**src/rtl/blc_pkg.sv**
```systemverilog
// Shared types and channel layout for the black-level calibration controller.
package blc_pkg;

  typedef enum logic [1:0] {
    IDLE     = 2'd0,
    ACCUM    = 2'd1,
    AVERAGE  = 2'd2,
    WAIT_SOF = 2'd3
  } state_t;

  localparam int NUM_CH = 3;
  localparam int CH_R   = 2;
  localparam int CH_G   = 1;
  localparam int CH_B   = 0;

  // LSB position of channel ch in a packed {R,G,B} word of the given channel width
  function automatic int ch_lsb(input int ch, input int width);
    return ch * width;
  endfunction

endpackage

```
**src/rtl/blc_acc_ch.sv**
```systemverilog
// One colour channel's OB accumulator with a round-half-up divide by 2^OB_LOG2.
// Sum updates one cycle after an add; avg is combinational from the sum.
module blc_acc_ch #(
  parameter int DATA_WIDTH = 12,
  parameter int OB_LOG2    = 6
) (
  input  logic                          clock,
  input  logic                          reset,
  input  logic                          clr,
  input  logic                          add,
  input  logic [DATA_WIDTH-1:0]         sample,
  output logic [DATA_WIDTH+OB_LOG2-1:0] sum,
  output logic [DATA_WIDTH-1:0]         avg
);
  localparam int ACC_WIDTH = DATA_WIDTH + OB_LOG2;
  localparam logic [ACC_WIDTH:0] HALF = {{ACC_WIDTH{1'b0}}, 1'b1} << (OB_LOG2 - 1);

  logic [ACC_WIDTH-1:0] acc;
  logic [ACC_WIDTH-1:0] addend;
  logic [ACC_WIDTH:0]   rounded;

  assign addend = {{OB_LOG2{1'b0}}, sample};

  // clr with add restarts the window with the current beat as its first sample
  always_ff @(posedge clock or negedge reset) begin
    if (!reset) begin
      acc <= '0;
    end else if (clr) begin
      acc <= add ? addend : '0;
    end else if (add) begin
      acc <= acc + addend;
    end
  end

  assign rounded = {1'b0, acc} + HALF;
  assign avg     = DATA_WIDTH'(rounded >> OB_LOG2);
  assign sum     = acc;

endmodule

```
**src/rtl/blc_ctrl.sv**
```systemverilog
// Black-level controller: averages OB samples per channel each frame, commits at the next sof.
// Commit visible one cycle after the sof beat; one ready bubble per frame while averaging.
module blc_ctrl
  import blc_pkg::*;
#(
  parameter int DATA_WIDTH = 12,
  parameter int OB_LOG2    = 6
) (
  input  logic                    clock,
  input  logic                    reset,
  input  logic                    u_i_ready,
  input  logic [3*DATA_WIDTH-1:0] data_in,
  input  logic                    sof,
  input  logic                    ob_flag,
  input  logic                    manual_en,
  input  logic [3*DATA_WIDTH-1:0] manual_offset,
  output logic [3*DATA_WIDTH-1:0] offset_out,
  output logic                    offset_valid,
  output logic                    i_i_ready,
  output logic                    busy,
  output logic                    short_frame
);
  localparam int ACC_WIDTH = DATA_WIDTH + OB_LOG2;
  localparam int CNT_WIDTH = OB_LOG2 + 1;
  localparam logic [CNT_WIDTH-1:0] WINDOW = {1'b1, {OB_LOG2{1'b0}}};

  state_t                  state, state_nxt;
  logic [CNT_WIDTH-1:0]    count, count_nxt, count_first;
  logic                    accept, acc_clr, acc_add, commit, abort, latch_avg;
  logic [3*DATA_WIDTH-1:0] pending, avg_all;
  logic [ACC_WIDTH-1:0]    sum_unused [NUM_CH];

  assign accept      = u_i_ready && i_i_ready;
  assign i_i_ready   = (state != AVERAGE);
  assign busy        = (state == ACCUM) || (state == AVERAGE);
  assign count_first = {{OB_LOG2{1'b0}}, ob_flag};

  always_comb begin
    state_nxt = state;
    count_nxt = count;
    acc_clr   = 1'b0;
    acc_add   = 1'b0;
    commit    = 1'b0;
    abort     = 1'b0;
    latch_avg = 1'b0;
    case (state)
      IDLE: begin
        if (accept && sof) begin
          state_nxt = ACCUM;
          acc_clr   = 1'b1;
          acc_add   = ob_flag;
          count_nxt = count_first;
        end
      end
      ACCUM: begin
        if (accept && sof) begin
          abort     = 1'b1;
          acc_clr   = 1'b1;
          acc_add   = ob_flag;
          count_nxt = count_first;
        end else if (accept && ob_flag) begin
          acc_add   = 1'b1;
          count_nxt = count + 1'b1;
          if (count_nxt == WINDOW) state_nxt = AVERAGE;
        end
      end
      AVERAGE: begin
        latch_avg = 1'b1;
        acc_clr   = 1'b1;
        count_nxt = '0;
        state_nxt = WAIT_SOF;
      end
      WAIT_SOF: begin
        // OB beats here belong to a frame already measured and are dropped
        if (accept && sof) begin
          commit    = 1'b1;
          acc_clr   = 1'b1;
          acc_add   = ob_flag;
          count_nxt = count_first;
          state_nxt = ACCUM;
        end
      end
      default: state_nxt = IDLE;
    endcase
  end

  for (genvar c = 0; c < NUM_CH; c++) begin : g_ch
    blc_acc_ch #(
      .DATA_WIDTH(DATA_WIDTH),
      .OB_LOG2   (OB_LOG2)
    ) u_acc (
      .clock (clock),
      .reset (reset),
      .clr   (acc_clr),
      .add   (acc_add),
      .sample(data_in[ch_lsb(c, DATA_WIDTH) +: DATA_WIDTH]),
      .sum   (sum_unused[c]),
      .avg   (avg_all[ch_lsb(c, DATA_WIDTH) +: DATA_WIDTH])
    );
  end

  always_ff @(posedge clock or negedge reset) begin
    if (!reset) begin
      state        <= IDLE;
      count        <= '0;
      pending      <= '0;
      offset_out   <= '0;
      offset_valid <= 1'b0;
      short_frame  <= 1'b0;
    end else begin
      state        <= state_nxt;
      count        <= count_nxt;
      offset_valid <= commit;
      short_frame  <= abort;
      if (latch_avg) pending <= avg_all;
      if (commit) offset_out <= manual_en ? manual_offset : pending;
    end
  end

endmodule

```
**config.mk**
```make
export PLATFORM = sky130hd
export DESIGN_NAME = blc_ctrl
export DESIGN_NICKNAME = d
export VERILOG_FILES = /design/src/rtl/blc_pkg.sv /design/src/rtl/blc_acc_ch.sv /design/src/rtl/blc_ctrl.sv
export SDC_FILE = /design/constraint.sdc
export NUM_CORES = 1
export LEC_CHECK = 0
export CORE_MARGIN = 2
export CORE_UTILIZATION = 56
export CTS_CLUSTER_SIZE = 28
export DETAILED_ROUTE_END_ITERATION = 10
export GPL_ROUTABILITY_DRIVEN = 0
export GPL_TIMING_DRIVEN = 1
export PLACE_DENSITY = 0.9
export REMOVE_ABC_BUFFERS = 1
export SYNTH_ARGS = -nofsm -noshare
export SYNTH_HDL_FRONTEND = slang
export SYNTH_HIERARCHICAL = 1
export SYNTH_SLANG_ARGS = --single-unit
```
**constraint.sdc**
```tcl
create_clock -name clock -period 3.17 [get_ports clock]
set_clock_uncertainty 0.05 [all_clocks]
set_input_delay 0.634 -clock clock [delete_from_list [all_inputs] [get_ports clock]]
set_output_delay 0.634 -clock clock [all_outputs]
set_load 0.03 [all_outputs]
```
==> flow_results.xml, run 1 <==
<?xml version="1.0" encoding="UTF-8"?>
<metrics>
  <group name="run_status">
    <metric name="status" unit="">finished, final reports clean</metric>
  </group>
  <group name="global_route">
    <metric name="track_usage" unit="%">25.87</metric>
    <metric name="number_of_antenna_violations_at_the_first_check_in_global_routing" unit="">0</metric>
    <metric name="vias_in_the_first_global_route" unit="">6729</metric>
    <metric name="grt_first_pass_wirelength" unit="µm">33040</metric>
    <metric name="gr-total-overflow" unit="">0</metric>
    <metric name="maximum_number_of_pins_on_one_net_before_global_route_repair" unit="">64</metric>
  </group>
  <group name="critical_path">
    <metric name="timing.rr.start" unit="">g_ch[0].u_acc/sum[0]</metric>
    <metric name="critPathCaptureType" unit="">output port</metric>
    <metric name="setup.worst_path.start_class" unit="">flip-flop</metric>
    <metric name="cp.arrival" unit="ns">2.33</metric>
    <metric name="critical_path.slowest_cell" unit="">sky130_fd_sc_hd__clkdlybuf4s50_1</metric>
    <metric name="setup.worst_path.start" unit="">state[0]</metric>
    <metric name="worstSetupPathType" unit="">flip-flop to output port</metric>
    <metric name="required" unit="ns">2.49</metric>
    <metric name="max_stage_delay" unit="ns">0.63</metric>
    <metric name="critPathBufInv" unit="">4</metric>
    <metric name="cp_common_cell" unit="">sky130_fd_sc_hd__inv_1</metric>
    <metric name="ordered_cell_list_for_the_critical_path" unit="">inv_1 -&gt; ha_2 -&gt; buf_4 -&gt; inv_1 -&gt; clkdlybuf4s50_1</metric>
    <metric name="cp_max_fo" unit="">37</metric>
    <metric name="cp_num_cells" unit="">5</metric>
    <metric name="reg2regPathDepth" unit="">8</metric>
    <metric name="cpLargestDelayFamily" unit="">buffers and inverters</metric>
  </group>
  <group name="cts">
    <metric name="holdBufCountCts" unit="">0</metric>
    <metric name="clk_pin_slew_worst_paths" unit="ns">0.06</metric>
    <metric name="cts_tree" unit="">done</metric>
    <metric name="clock_root_buffer_master" unit="">sky130_fd_sc_hd__clkbuf_16</metric>
    <metric name="post-cts-setup-buffer-count" unit="">0</metric>
    <metric name="clock-sinks" unit="">137</metric>
    <metric name="clock_insertion_delay_worst_skew" unit="ns">0.42</metric>
    <metric name="h-tree-depth" unit="">4</metric>
    <metric name="cts_buffers" unit="">17</metric>
    <metric name="post_cts.resized_instances" unit="">0</metric>
    <metric name="max_root_sink_buffers" unit="">2</metric>
  </group>
  <group name="yosys">
    <metric name="postSynthRegisterBits" unit="">137</metric>
    <metric name="synth.yosys.warnings" unit="">6</metric>
    <metric name="postSynth.topFlopCell" unit="">sky130_fd_sc_hd__dfrtp_1</metric>
    <metric name="synth_area" unit="µm²">8232</metric>
    <metric name="yosysTopAreaCellShare" unit="%">41.65</metric>
    <metric name="post_synth_num_cell_types" unit="">53</metric>
    <metric name="post-synth-top-area-cell" unit="">sky130_fd_sc_hd__dfrtp_1</metric>
    <metric name="synth_async_sr_flop_share" unit="%">100.0</metric>
    <metric name="seq_area_frac_synth" unit="%">41.65</metric>
    <metric name="synth-edff-count" unit="">0</metric>
    <metric name="yosys-top-cells-area" unit="">sky130_fd_sc_hd__dfrtp_1 42%, sky130_fd_sc_hd__ha_1 6.7%, sky130_fd_sc_hd__o21ai_0 6.3%</metric>
    <metric name="number_of_instances_in_the_synthesized_netlist" unit="">842</metric>
    <metric name="synthesis.area_per_instance" unit="µm²">9.776</metric>
  </group>
  <group name="final_layout">
    <metric name="final_layout_size_suffix_gt1_share" unit="%">10.87</metric>
    <metric name="layout.nets" unit="">1088</metric>
    <metric name="synth_to_final_area_change" unit="%">24.32</metric>
    <metric name="finish.cell_count_without_fillers" unit="">1159</metric>
    <metric name="antennaDiodeCount" unit="">0</metric>
    <metric name="layout.cells.most_common_list" unit="">137 x sky130_fd_sc_hd__dfrtp_1, 115 x sky130_fd_sc_hd__clkdlybuf4s50_1, 104 x sky130_fd_sc_hd__o21ai_0</metric>
    <metric name="commonest_non_fill_non_tap_cell_in_the_layout" unit="">sky130_fd_sc_hd__dfrtp_1</metric>
  </group>
  <group name="power_and_ir_drop">
    <metric name="total_power" unit="mW">7.710</metric>
    <metric name="power.leakage" unit="nW">4.660</metric>
    <metric name="vdd_drop_max" unit="V">0.0003920</metric>
    <metric name="power_density" unit="nW/µm²">753.4</metric>
  </group>
  <group name="timing">
    <metric name="hold_violations" unit="">0</metric>
    <metric name="timing.hold.ws" unit="ns">0.1216</metric>
    <metric name="maxSlewHeadroom" unit="%">55.97</metric>
    <metric name="setup_repair_after_global_routing_missed_its_margin" unit="">false</metric>
    <metric name="setup_viol" unit="">0</metric>
    <metric name="slew_viol_final" unit="">0</metric>
    <metric name="setup_slack" unit="ns">0.1607</metric>
    <metric name="tightest_slew" unit="ns">0.6605</metric>
    <metric name="totalNegativeSetupSlack" unit="ns">0</metric>
    <metric name="fmax" unit="GHz">0.3323</metric>
    <metric name="layout_min_cycle_time" unit="ns">3.009</metric>
    <metric name="post-route-period-util" unit="%">94.93</metric>
  </group>
  <group name="placed_design">
    <metric name="io_buffers" unit="">117</metric>
    <metric name="dp_worst_setup_slack" unit="ns">-0.07217</metric>
    <metric name="post-dp-hpwl" unit="µm">13890</metric>
    <metric name="dp_cells" unit="">1128</metric>
  </group>
  <group name="die">
    <metric name="fp-row-count" unit="">44</metric>
    <metric name="ioPinCount" unit="">118</metric>
    <metric name="initial_core_utilization" unit="%">57.07</metric>
    <metric name="die-area" unit="µm²">15690</metric>
    <metric name="floorplan.core_area" unit="µm²">14420</metric>
    <metric name="die-width" unit="µm">125.2</metric>
    <metric name="die-height" unit="µm">125.2</metric>
  </group>
  <group name="detailed_routing">
    <metric name="via_count" unit="">6863</metric>
    <metric name="drt_first_pass_iters" unit="">5</metric>
    <metric name="route.final.wire_length" unit="µm">19820</metric>
    <metric name="route.detailed.drc" unit="">0</metric>
    <metric name="final_routed_wire_length_divided_by_cell_count" unit="µm">17.10</metric>
    <metric name="drt-initial-drc-count" unit="">384</metric>
    <metric name="drtAntennaViolNets" unit="">0</metric>
    <metric name="routed_via_density" unit="">5.921</metric>
  </group>
  <group name="job">
    <metric name="timing.max_cap.violations" unit="">0</metric>
  </group>
  <group name="worst_hold_path">
    <metric name="worst_hold_check_path_type" unit="">input pin to async pin</metric>
  </group>
</metrics>
-- report_power, final --
group | switching [mW] | total [mW] | internal [mW]
clock | 0.731 | 1.94 | 1.21
sequential | 0.409 | 2.55 | 2.14
combinational | 1.81 | 3.22 | 1.41
total | 2.95 | 7.71 | 4.76
-- area by class of cell --
cell class / count / area, µm²
inverter: 26 / 97.59
multi-input combinational: 647 / 4573
tap: 184 / 230.2
clock inverter: 9 / 97.59
timing repair buffer: 134 / 1333
clock buffer: 22 / 474.2
fill: 1034 / 4190
sequential: 137 / 3428
-- synthesized netlist by cell type (23+ instances only) --
library cell	number
sky130_fd_sc_hd__nor2_1	27
sky130_fd_sc_hd__mux2i_1	51
sky130_fd_sc_hd__xnor2_1	35
sky130_fd_sc_hd__ha_1	44
sky130_fd_sc_hd__clkbuf_1	23
sky130_fd_sc_hd__inv_1	26
sky130_fd_sc_hd__xor2_1	28
sky130_fd_sc_hd__dfrtp_1	137
sky130_fd_sc_hd__mux2_2	36
sky130_fd_sc_hd__a21oi_1	58
sky130_fd_sc_hd__o21ai_0	104
sky130_fd_sc_hd__nand2_1	97
-- worst reg2reg max path: stages, from the launching register on --
cell,delay [ns]
sky130_fd_sc_hd__dfrtp_1,0.38
sky130_fd_sc_hd__ha_1,0.21
sky130_fd_sc_hd__fa_1,0.43
sky130_fd_sc_hd__a21oi_1,0.21
sky130_fd_sc_hd__o211a_1,0.22
sky130_fd_sc_hd__o31ai_4,0.10
sky130_fd_sc_hd__a2111oi_2,0.51
sky130_fd_sc_hd__o21ai_0,0.19
sky130_fd_sc_hd__a21oi_1,0.14
-- cell families (layout without fill, tap and decap cells) --
| group | after synthesis | count (layout) | share of synthesized area (%) |
|---|---|---|---|
| mux | 87 | 87 | 11.13 |
| compound gates | 232 | 232 | 17.08 |
| fa+ha+maj | 47 | 47 | 7.418 |
| buf+inv | 58 | 191 | 2.979 |
| xor+xnor | 63 | 63 | 6.703 |
| simple gates | 218 | 218 | 13.04 |
| flops | 137 | 137 | 41.65 |
-- stage by stage --
step | util [%] | cell area, µm²
6_report | 70.95 | 10230
5_1_grt | 70.95 | 10230
4_1_cts | 70.95 | 10230
3_5_place_dp | 66.98 | 9662
3_3_place_gp | 66.98 | 9662
2_1_floorplan | - | 8084
-- layer usage --
layer,GRT usage [%],wire (µm),vias to the layer above
met5,0,0,-
met4,7.516,305,0
met3,5.349,906,38
met2,44.09,9891,210
met1,33.57,8713,3345
li1,-,-,3270
-- sequential cells by signal, summed over array words and instances, names as in the netlist --
register,cells
pending,36
g_ch.u_acc/sum,54
count,7
offset_valid,1
short_frame,1
state,2
offset_out,36
-- path summary, 6_finish.rpt --
path | slack (ns) | end
worst max-delay path | 0.16 | i_i_ready
worst min-delay path | 0.12 | offset_out[17]
worst max register to register | 0.65 | g_ch[0].u_acc/sum[12]
worst min register to register | 0.43 | offset_out[9]
max in group asynchronous | 2.21 | count[5]
min in group clock | 0.43 | offset_out[9]
No activity file was read; power rests on OpenSTA's default activity.
==> inputs of run 2 (changes only) <==
GPL_ROUTABILITY_DRIVEN = not set   (was 0)
==> results of run 2 <==
Same layout as run 1: the final DEF is identical, and so are final timing and power.
==> inputs of run 3 (changes only) <==
HOLD_SLACK_MARGIN = 0.15   (was not set)
==> results of run 3 <==
Same layout as run 1: the final DEF is identical, and so are final timing and power.
